`config.mk`:
```
export PLATFORM = sky130hd
export DESIGN_NAME = bf2_sdf_i_flat
export DESIGN_NICKNAME = d
export VERILOG_FILES = /design/src/rtl/bf2_sdf_i_if.sv /design/src/rtl/bf2_sdf_i.sv /design/src/flat_wrapper.sv
export SDC_FILE = /design/constraint.sdc
export NUM_CORES = 2
export LEC_CHECK = 0
export CORE_ASPECT_RATIO = 0.5
export CORE_MARGIN = 1.5
export CORE_UTILIZATION = 54
export DETAILED_ROUTE_END_ITERATION = 8
export HOLD_SLACK_MARGIN = 0.15
export PLACE_DENSITY = 0.73
export SYNTH_ARGS = -nofsm -noshare
export SYNTH_HDL_FRONTEND = slang
export SYNTH_SLANG_ARGS = --single-unit
export TNS_END_PERCENT = 5
```
`constraint.sdc`:
```
create_clock -name iclk -period 8.7 [get_ports iclk]
set_input_delay 0.87 -clock iclk [delete_from_list [all_inputs] [get_ports iclk]]
set_output_delay 0.87 -clock iclk [all_outputs]
set_load 0.01 [all_outputs]
```
`src/rtl/bf2_sdf_i_if.sv`:
```
// Sample stream bundle for one radix-2 SDF butterfly stage.
//
// Handshake: valid-only streaming with no back-pressure. A sample is
// transferred on every rising clock edge where ien=1; iaddr/idata are
// meaningful only then. On the output side oaddr/odata are meaningful only
// on cycles where oen=1. osync_err is a one-cycle pulse that stands on its
// own and is never accompanied by oen. There is no ready signal, so the
// consumer must accept every oen cycle.
interface bf2_sdf_i_if #(
  parameter int ADDR_W = 10,
  parameter int DW     = 16
);
  logic              ien;
  logic [ADDR_W-1:0] iaddr;
  logic [2*DW-1:0]   idata;
  logic              oen;
  logic [ADDR_W-1:0] oaddr;
  logic [2*DW-1:0]   odata;
  logic              osync_err;

  // Upstream producer and downstream consumer side.
  modport master (
    output ien, iaddr, idata,
    input  oen, oaddr, odata, osync_err
  );

  // Butterfly stage side.
  modport slave (
    input  ien, iaddr, idata,
    output oen, oaddr, odata, osync_err
  );
endinterface

```
`src/rtl/bf2_sdf_i.sv`:
```
// Radix-2 single-path delay-feedback butterfly stage.
// Pairs samples N = 2^(FFT_STG-1) apart through an N-deep circular delay
// line and emits (a+b)>>>1 followed later by (a-b)>>>1. Stream framing is
// taken from the sample address: the stage locks on an address whose low
// FFT_STG bits are zero, primes the delay line with N samples, and drops
// lock whenever the address sequence is not contiguous.
module bf2_sdf_i #(
  parameter int FFT_STG = 7,
  parameter int ADDR_W  = 10,
  parameter int DW      = 16
) (
  input  logic       iclk,
  input  logic       irst,
  bf2_sdf_i_if.slave bus,
  output logic [1:0] dbg_state
);

  localparam int N     = 1 << (FFT_STG - 1);
  localparam int PTR_W = (FFT_STG > 1) ? FFT_STG - 1 : 1;
  localparam int CNT_W = FFT_STG;
  localparam int EW    = ADDR_W + 2 * DW;

  // UNLOCK: waiting for a block-aligned address.
  // PRIME : locked, delay line still filling (oen held low).
  // RUN   : locked and producing outputs.
  typedef enum logic [1:0] {
    ST_UNLOCK = 2'd0,
    ST_PRIME  = 2'd1,
    ST_RUN    = 2'd2
  } state_t;

  state_t            state;
  state_t            state_nxt;
  logic [CNT_W-1:0]  prime_cnt;
  logic [CNT_W-1:0]  prime_cnt_nxt;
  logic [ADDR_W-1:0] prev_addr;
  logic [PTR_W-1:0]  ptr;
  logic [EW-1:0]     mem [N];

  logic [EW-1:0]     head;
  logic [ADDR_W-1:0] head_addr;
  logic [DW-1:0]     head_re;
  logic [DW-1:0]     head_im;
  logic [DW-1:0]     x_re;
  logic [DW-1:0]     x_im;
  logic [DW:0]       sum_re;
  logic [DW:0]       sum_im;
  logic [DW:0]       dif_re;
  logic [DW:0]       dif_im;

  logic              low_zero;
  logic              addr_ok;
  logic              half_b;
  logic              push;
  logic              out_vld;
  logic              sync_err;
  logic              relock;
  logic [ADDR_W-1:0] push_addr;
  logic [2*DW-1:0]   push_data;
  logic [ADDR_W-1:0] out_addr;
  logic [2*DW-1:0]   out_data;

  assign dbg_state = state;

  // Framing decode of the incoming address.
  assign low_zero = (bus.iaddr[FFT_STG-1:0] == '0);
  assign addr_ok  = (bus.iaddr == prev_addr + ADDR_W'(1));
  assign half_b   = bus.iaddr[FFT_STG-1];

  // Delay-line head is the oldest entry, i.e. the slot about to be reused.
  assign head      = mem[ptr];
  assign head_addr = head[EW-1:2*DW];
  assign head_re   = head[2*DW-1:DW];
  assign head_im   = head[DW-1:0];
  assign x_re      = bus.idata[2*DW-1:DW];
  assign x_im      = bus.idata[DW-1:0];

  // One guard bit keeps the sum/difference exact before the halving shift.
  assign sum_re = {head_re[DW-1], head_re} + {x_re[DW-1], x_re};
  assign sum_im = {head_im[DW-1], head_im} + {x_im[DW-1], x_im};
  assign dif_re = {head_re[DW-1], head_re} - {x_re[DW-1], x_re};
  assign dif_im = {head_im[DW-1], head_im} - {x_im[DW-1], x_im};

  // State register: only enabled samples advance the FSM.
  always_ff @(posedge iclk) begin
    if (irst) begin
      state     <= ST_UNLOCK;
      prime_cnt <= '0;
    end else if (bus.ien) begin
      state     <= state_nxt;
      prime_cnt <= prime_cnt_nxt;
    end
  end

  // Next-state logic: lock, priming count and loss of lock.
  always_comb begin
    state_nxt     = state;
    prime_cnt_nxt = prime_cnt;
    if (relock) begin
      prime_cnt_nxt = CNT_W'(1);
      state_nxt     = (N == 1) ? ST_RUN : ST_PRIME;
    end else if (sync_err) begin
      prime_cnt_nxt = '0;
      state_nxt     = ST_UNLOCK;
    end else if (push && (state == ST_PRIME)) begin
      prime_cnt_nxt = prime_cnt + CNT_W'(1);
      if (prime_cnt_nxt == CNT_W'(N)) begin
        state_nxt = ST_RUN;
      end
    end
  end

  // Output decode: what the current enabled sample does.
  always_comb begin
    push     = 1'b0;
    out_vld  = 1'b0;
    sync_err = 1'b0;
    relock   = 1'b0;
    if (bus.ien) begin
      case (state)
        ST_UNLOCK: begin
          if (low_zero) begin
            push   = 1'b1;
            relock = 1'b1;
          end
        end
        default: begin
          if (!addr_ok) begin
            // The offending sample may itself start a new lock.
            sync_err = 1'b1;
            if (low_zero) begin
              push   = 1'b1;
              relock = 1'b1;
            end
          end else begin
            push    = 1'b1;
            out_vld = (state == ST_RUN);
          end
        end
      endcase
    end
  end

  // Butterfly datapath: first half stores, second half combines.
  always_comb begin
    push_addr = bus.iaddr;
    push_data = bus.idata;
    out_addr  = head_addr;
    out_data  = head[2*DW-1:0];
    if (half_b) begin
      push_addr            = head_addr;
      push_addr[FFT_STG-1] = 1'b1;
      push_data            = {dif_re[DW:1], dif_im[DW:1]};
      out_data             = {sum_re[DW:1], sum_im[DW:1]};
    end
  end

  // Delay-line storage; contents are don't-care until primed.
  always_ff @(posedge iclk) begin
    if (push) begin
      mem[ptr] <= {push_addr, push_data};
    end
  end

  // Circular pointer and address-continuity tracking.
  always_ff @(posedge iclk) begin
    if (irst) begin
      ptr       <= '0;
      prev_addr <= '0;
    end else if (push) begin
      ptr       <= (ptr == PTR_W'(N - 1)) ? '0 : ptr + PTR_W'(1);
      prev_addr <= bus.iaddr;
    end
  end

  // Registered outputs; address/data hold when no sample is emitted.
  always_ff @(posedge iclk) begin
    if (irst) begin
      bus.oen       <= 1'b0;
      bus.oaddr     <= '0;
      bus.odata     <= '0;
      bus.osync_err <= 1'b0;
    end else begin
      bus.oen       <= out_vld;
      bus.osync_err <= sync_err;
      if (out_vld) begin
        bus.oaddr <= out_addr;
        bus.odata <= out_data;
      end
    end
  end

endmodule

```
`src/flat_wrapper.sv`:
```
// flat-port wrapper written by rule: the top's interface ports become plain ports
module bf2_sdf_i_flat 
#(
  parameter int FFT_STG = 7,
  parameter int ADDR_W  = 10,
  parameter int DW      = 16
)
  (iclk, irst, dbg_state, bus_ien, bus_iaddr, bus_idata, bus_oen, bus_oaddr, bus_odata, bus_osync_err);
  bf2_sdf_i_if #(.ADDR_W(ADDR_W), .DW(DW)) bus_i ();
  input  logic iclk;
  input  logic irst;
  output logic [1:0] dbg_state;
  input wire logic [$bits(bus_i.ien)-1:0] bus_ien;
  input wire logic [$bits(bus_i.iaddr)-1:0] bus_iaddr;
  input wire logic [$bits(bus_i.idata)-1:0] bus_idata;
  output wire logic [$bits(bus_i.oen)-1:0] bus_oen;
  output wire logic [$bits(bus_i.oaddr)-1:0] bus_oaddr;
  output wire logic [$bits(bus_i.odata)-1:0] bus_odata;
  output wire logic [$bits(bus_i.osync_err)-1:0] bus_osync_err;
  assign bus_i.ien = bus_ien;
  assign bus_i.iaddr = bus_iaddr;
  assign bus_i.idata = bus_idata;
  assign bus_oen = bus_i.oen;
  assign bus_oaddr = bus_i.oaddr;
  assign bus_odata = bus_i.odata;
  assign bus_osync_err = bus_i.osync_err;
  bf2_sdf_i #(.FFT_STG(FFT_STG), .ADDR_W(ADDR_W), .DW(DW)) u_core (.iclk(iclk), .irst(irst), .bus(bus_i), .dbg_state(dbg_state));
endmodule
```
==> impl_results.md <==
* Clock Sinks at about 2800
* Vias at about 55000
* DR DRC count at 0
* Top Ports at between 90 and 100
* Clk_lat worst skew at about 900 ps
* Max incr delay on CP at approximately 1000 ps
* Layout area overhead at 11.2%
* R2r endpoint: u_core.mem[0][29]$_DFFE_PP_
* Global route overflow at 0
* Routed len/inst at about 37 um
* Seq cells post-synth at roughly 2800
* DRT iter0 DRCs at between 9000 and 10000
* Total leakage power at approximately 36 nW
* Drt total wl at about 300 mm
* First-pass GRT wire length at between 400 and 500 mm
* Cell variety after synth at 76
* Critical path required time at around 9000 ps
* Avg Inst Size Synth at around 22 um2
* Antenna violations before repair at 3
* Register area share after synthesis at between 70% and 80%
* Fin. Hold Viols at 0
* CP Capture Type: register
* Crit Path Category: reg -> reg
* Layout Cells excl Fill at 8031
* CP max FO at 64
* Tmin final at 7350 ps
* DR pass1 iterations at 6
* Slew at the pin with the worst max-slew slack at 1340 ps
* Synth Cell Area at 109000 um2
* Synthesis warning total at 0
* Root buf cell: clkbuf_16
* CP Launch Type: register
* Maxcap violations at 0
* Unrepaired setup endpoints after global routing: no
* CP cell instances: buf_4, mux4_2, mux4_2, mux4_2, ha_1, nor2b_1, o21ai_0, a21oi_1, o21ai_0, a21oi_1, o21ai_0, a21oi_1, o41ai_1, o21a_1, a31o_2
* Post-Route Utilization at between 60% and 70%
* Worst Hold End: u_core.bus.odata[28]$_SDFFE_PP0P_
* Worst-path clk slew at 70 ps
* Core Rows at ~120
* Period utilisation layout at 84.5%
* Worst slew margin at 10.4%
* Syn nets at roughly 5000
* Dpl hpwl at 157 mm
* DR vias/cell at between 6 and 7
* Ys flop type: edfxtp_1
* Nets at roughly 5300
* Post-CTS Repair Setup Buffers at 0
* Largest net degree at the start of global routing at about 130
* CTS tree: done
* Core Box Area at 201000 um2
* Fillers at roughly 13000
* Worst endpoint data arrival time at roughly 7900 ps
* Die width at roughly 640 um
* H-tree Lvls at 4
* Worst clock skew at slightly above 60 ps
* Initial Util at a little over half
* CTS resizes at 0
* Hold-fix buffers at CTS at 0
* Fmax at 136 MHz
* Final setup vio count at 0
* Hold depth at 2
* Num CTS Buffers at between 200 and 250
* Tot GR Track Use at roughly 29%
* Critical-path top delay cell: a31o_2
* Vias in the first global route at 53900
* Clk buf depth at 4
* Setup TNS at 0 ps
* Die Ht at between 300 and 400 um
* Status: finished clean
* Ys async rst share at 0%
* HP Start: irst
* R2R Setup Slk at ~1300 ps
* P per Cell Area at just over 200 nW/um2
* Fin. max-slew vios at 0
* RePlAce Congestion at ~0.9
* Number of synthesized flops with an enable pin at between 2000 and 3000
* Max rail drop VDD at approximately 0.16 mV
* Post-DRT Antenna Nets at 0
* IO buf count at 90
* Die Area at 205000 um2
* Cell count after synthesis at about 4900
* DP Cell Count at approximately 7600
* R2R depth at 15
* Hold Crit Class: in -> reg
* Share of layout cells above drive strength 1 at between 20% and 30%
-- cells by family (layout without fill, tap and decap cells) --
family	Yosys count	in the layout	synth area share (%)
and+or+nand+nor	449	449	1.93
xor gates and xnor gates	49	49	0.393
adders and majority gates	77	77	0.909
muxes	937	937	18.3
AOI/OAI and AO/OA	293	293	1.75
DFF	2763	2763	75.2
other	0	7	0
buffers and inverters	327	742	1.52
-- metrics by stage --
stage	worst slack, ps	hold slack, ps	total power, mW	area (um2)
final	1350	218	25.3	122000
after global routing	1060	203	25.8	122000
after CTS	1500	174	25.3	122000
after detailed placement	1520	454	15.6	115000
after global placement	1630	440	15.6	115000
after floorplan	863	476	15.4	109000
-- synthesized netlist by cell type, types with 14 or more instances --
cell / n / share of area, %
inv_1: 70 / 0.24
or3_1: 14 / 0.080
dfxtp_1: 75 / 1.4
clkbuf_1: 127 / 0.44
xor2_1: 17 / 0.14
mux2i_1: 70 / 0.64
buf_1: 16 / 0.055
o21ai_0: 61 / 0.28
nor2_1: 166 / 0.57
o211ai_1: 16 / 0.11
xnor2_1: 32 / 0.26
buf_6: 39 / 0.40
a21oi_1: 92 / 0.42
nand2_1: 115 / 0.39
and3_1: 15 / 0.086
nor3_1: 36 / 0.16
nand3_1: 25 / 0.11
edfxtp_1: 2688 / 74
mux2_2: 20 / 0.21
buf_4: 20 / 0.14
buf_2: 55 / 0.25
ha_1: 73 / 0.84
mux4_2: 847 / 17
-- flip-flops by register name, indices dropped and copies added, names as in the netlist, named ones only --
| signal | flops |
|---|---|
| u_core.mem | 2688 |
| u_core.bus.oaddr | 10 |
| u_core.bus.osync_err | 1 |
| u_core.prime_cnt | 7 |
| u_core.ptr | 6 |
| u_core.bus.oen | 1 |
| u_core.dbg_state | 2 |
| u_core.prev_addr | 10 |
| u_core.bus.odata | 32 |
-- worst max-delay path: cells and delay by family (launching register included) --
family | cells | cell delay, ps
AOI/OAI and AO/OA | 9 | 3320
muxes | 3 | 1640
DFF | 1 | 880
buffers and inverters | 1 | 450
adders and majority gates | 1 | 420
and+or+nand+nor | 1 | 170
-- where the power goes --
| part | leakage [nW] | internal, mW | switching [mW] |
|---|---|---|---|
| combinational | 8.12 | 0.132 | 0.457 |
| clock | 3.45 | 5.27 | 4.66 |
| sequential | 24.8 | 14.7 | 0.000856 |
-- how the worst max path moves through the flow --
stage                        start                      endpoint  slack [ps]  cells past startpoint
after global routing      register  u_core.mem[36][29]$_DFFE_PP_        1060                     15
after global placement    register  u_core.mem[38][29]$_DFFE_PP_        1630                     15
after detailed placement  register  u_core.mem[38][29]$_DFFE_PP_        1520                     15
after floorplan           register   u_core.mem[0][11]$_DFFE_PP_         860                     18
final                     register   u_core.mem[0][29]$_DFFE_PP_        1350                     15
after CTS                 register  u_core.mem[32][29]$_DFFE_PP_        1500                     15
-- cell type report --
type	instances	area (um2)	area share [%]
diodes	7	17.5	0.0144
clock buffers	300	6240	5.13
clock inverters	112	778	0.640
inverters	70	263	0.216
multi-input cells	1805	26200	21.6
flip-flops and latches	2763	82200	67.6
well taps	2714	3400	2.79
repair buffers	260	2450	2.01
-- cells in the final DEF, fill, tap and decap left out, types with 60 or more instances in the layout --
cell	Yosys	layout
a21oi_1	92	90
buf_4	20	150
clkdlybuf4s50_1	0	88
mux4_2	847	847
clkbuf_16	0	237
edfxtp_1	2688	2688
dfxtp_1	75	69
ha_1	73	73
inv_1	70	69
nand2_1	115	115
nor2_4	0	64
mux2i_1	70	60
nor2_1	166	102
-- per-layer routing --
metal | vias up | wire, um | GRT usage, %
met5 | - | 0 | 0
met4 | 0 | 13000 | 11.1
met3 | 564 | 38200 | 6.62
met2 | 4183 | 137000 | 44.4
met1 | 29400 | 110000 | 42.0
li1 | 21200 | - | -
Power figures use the tool's default switching activity.
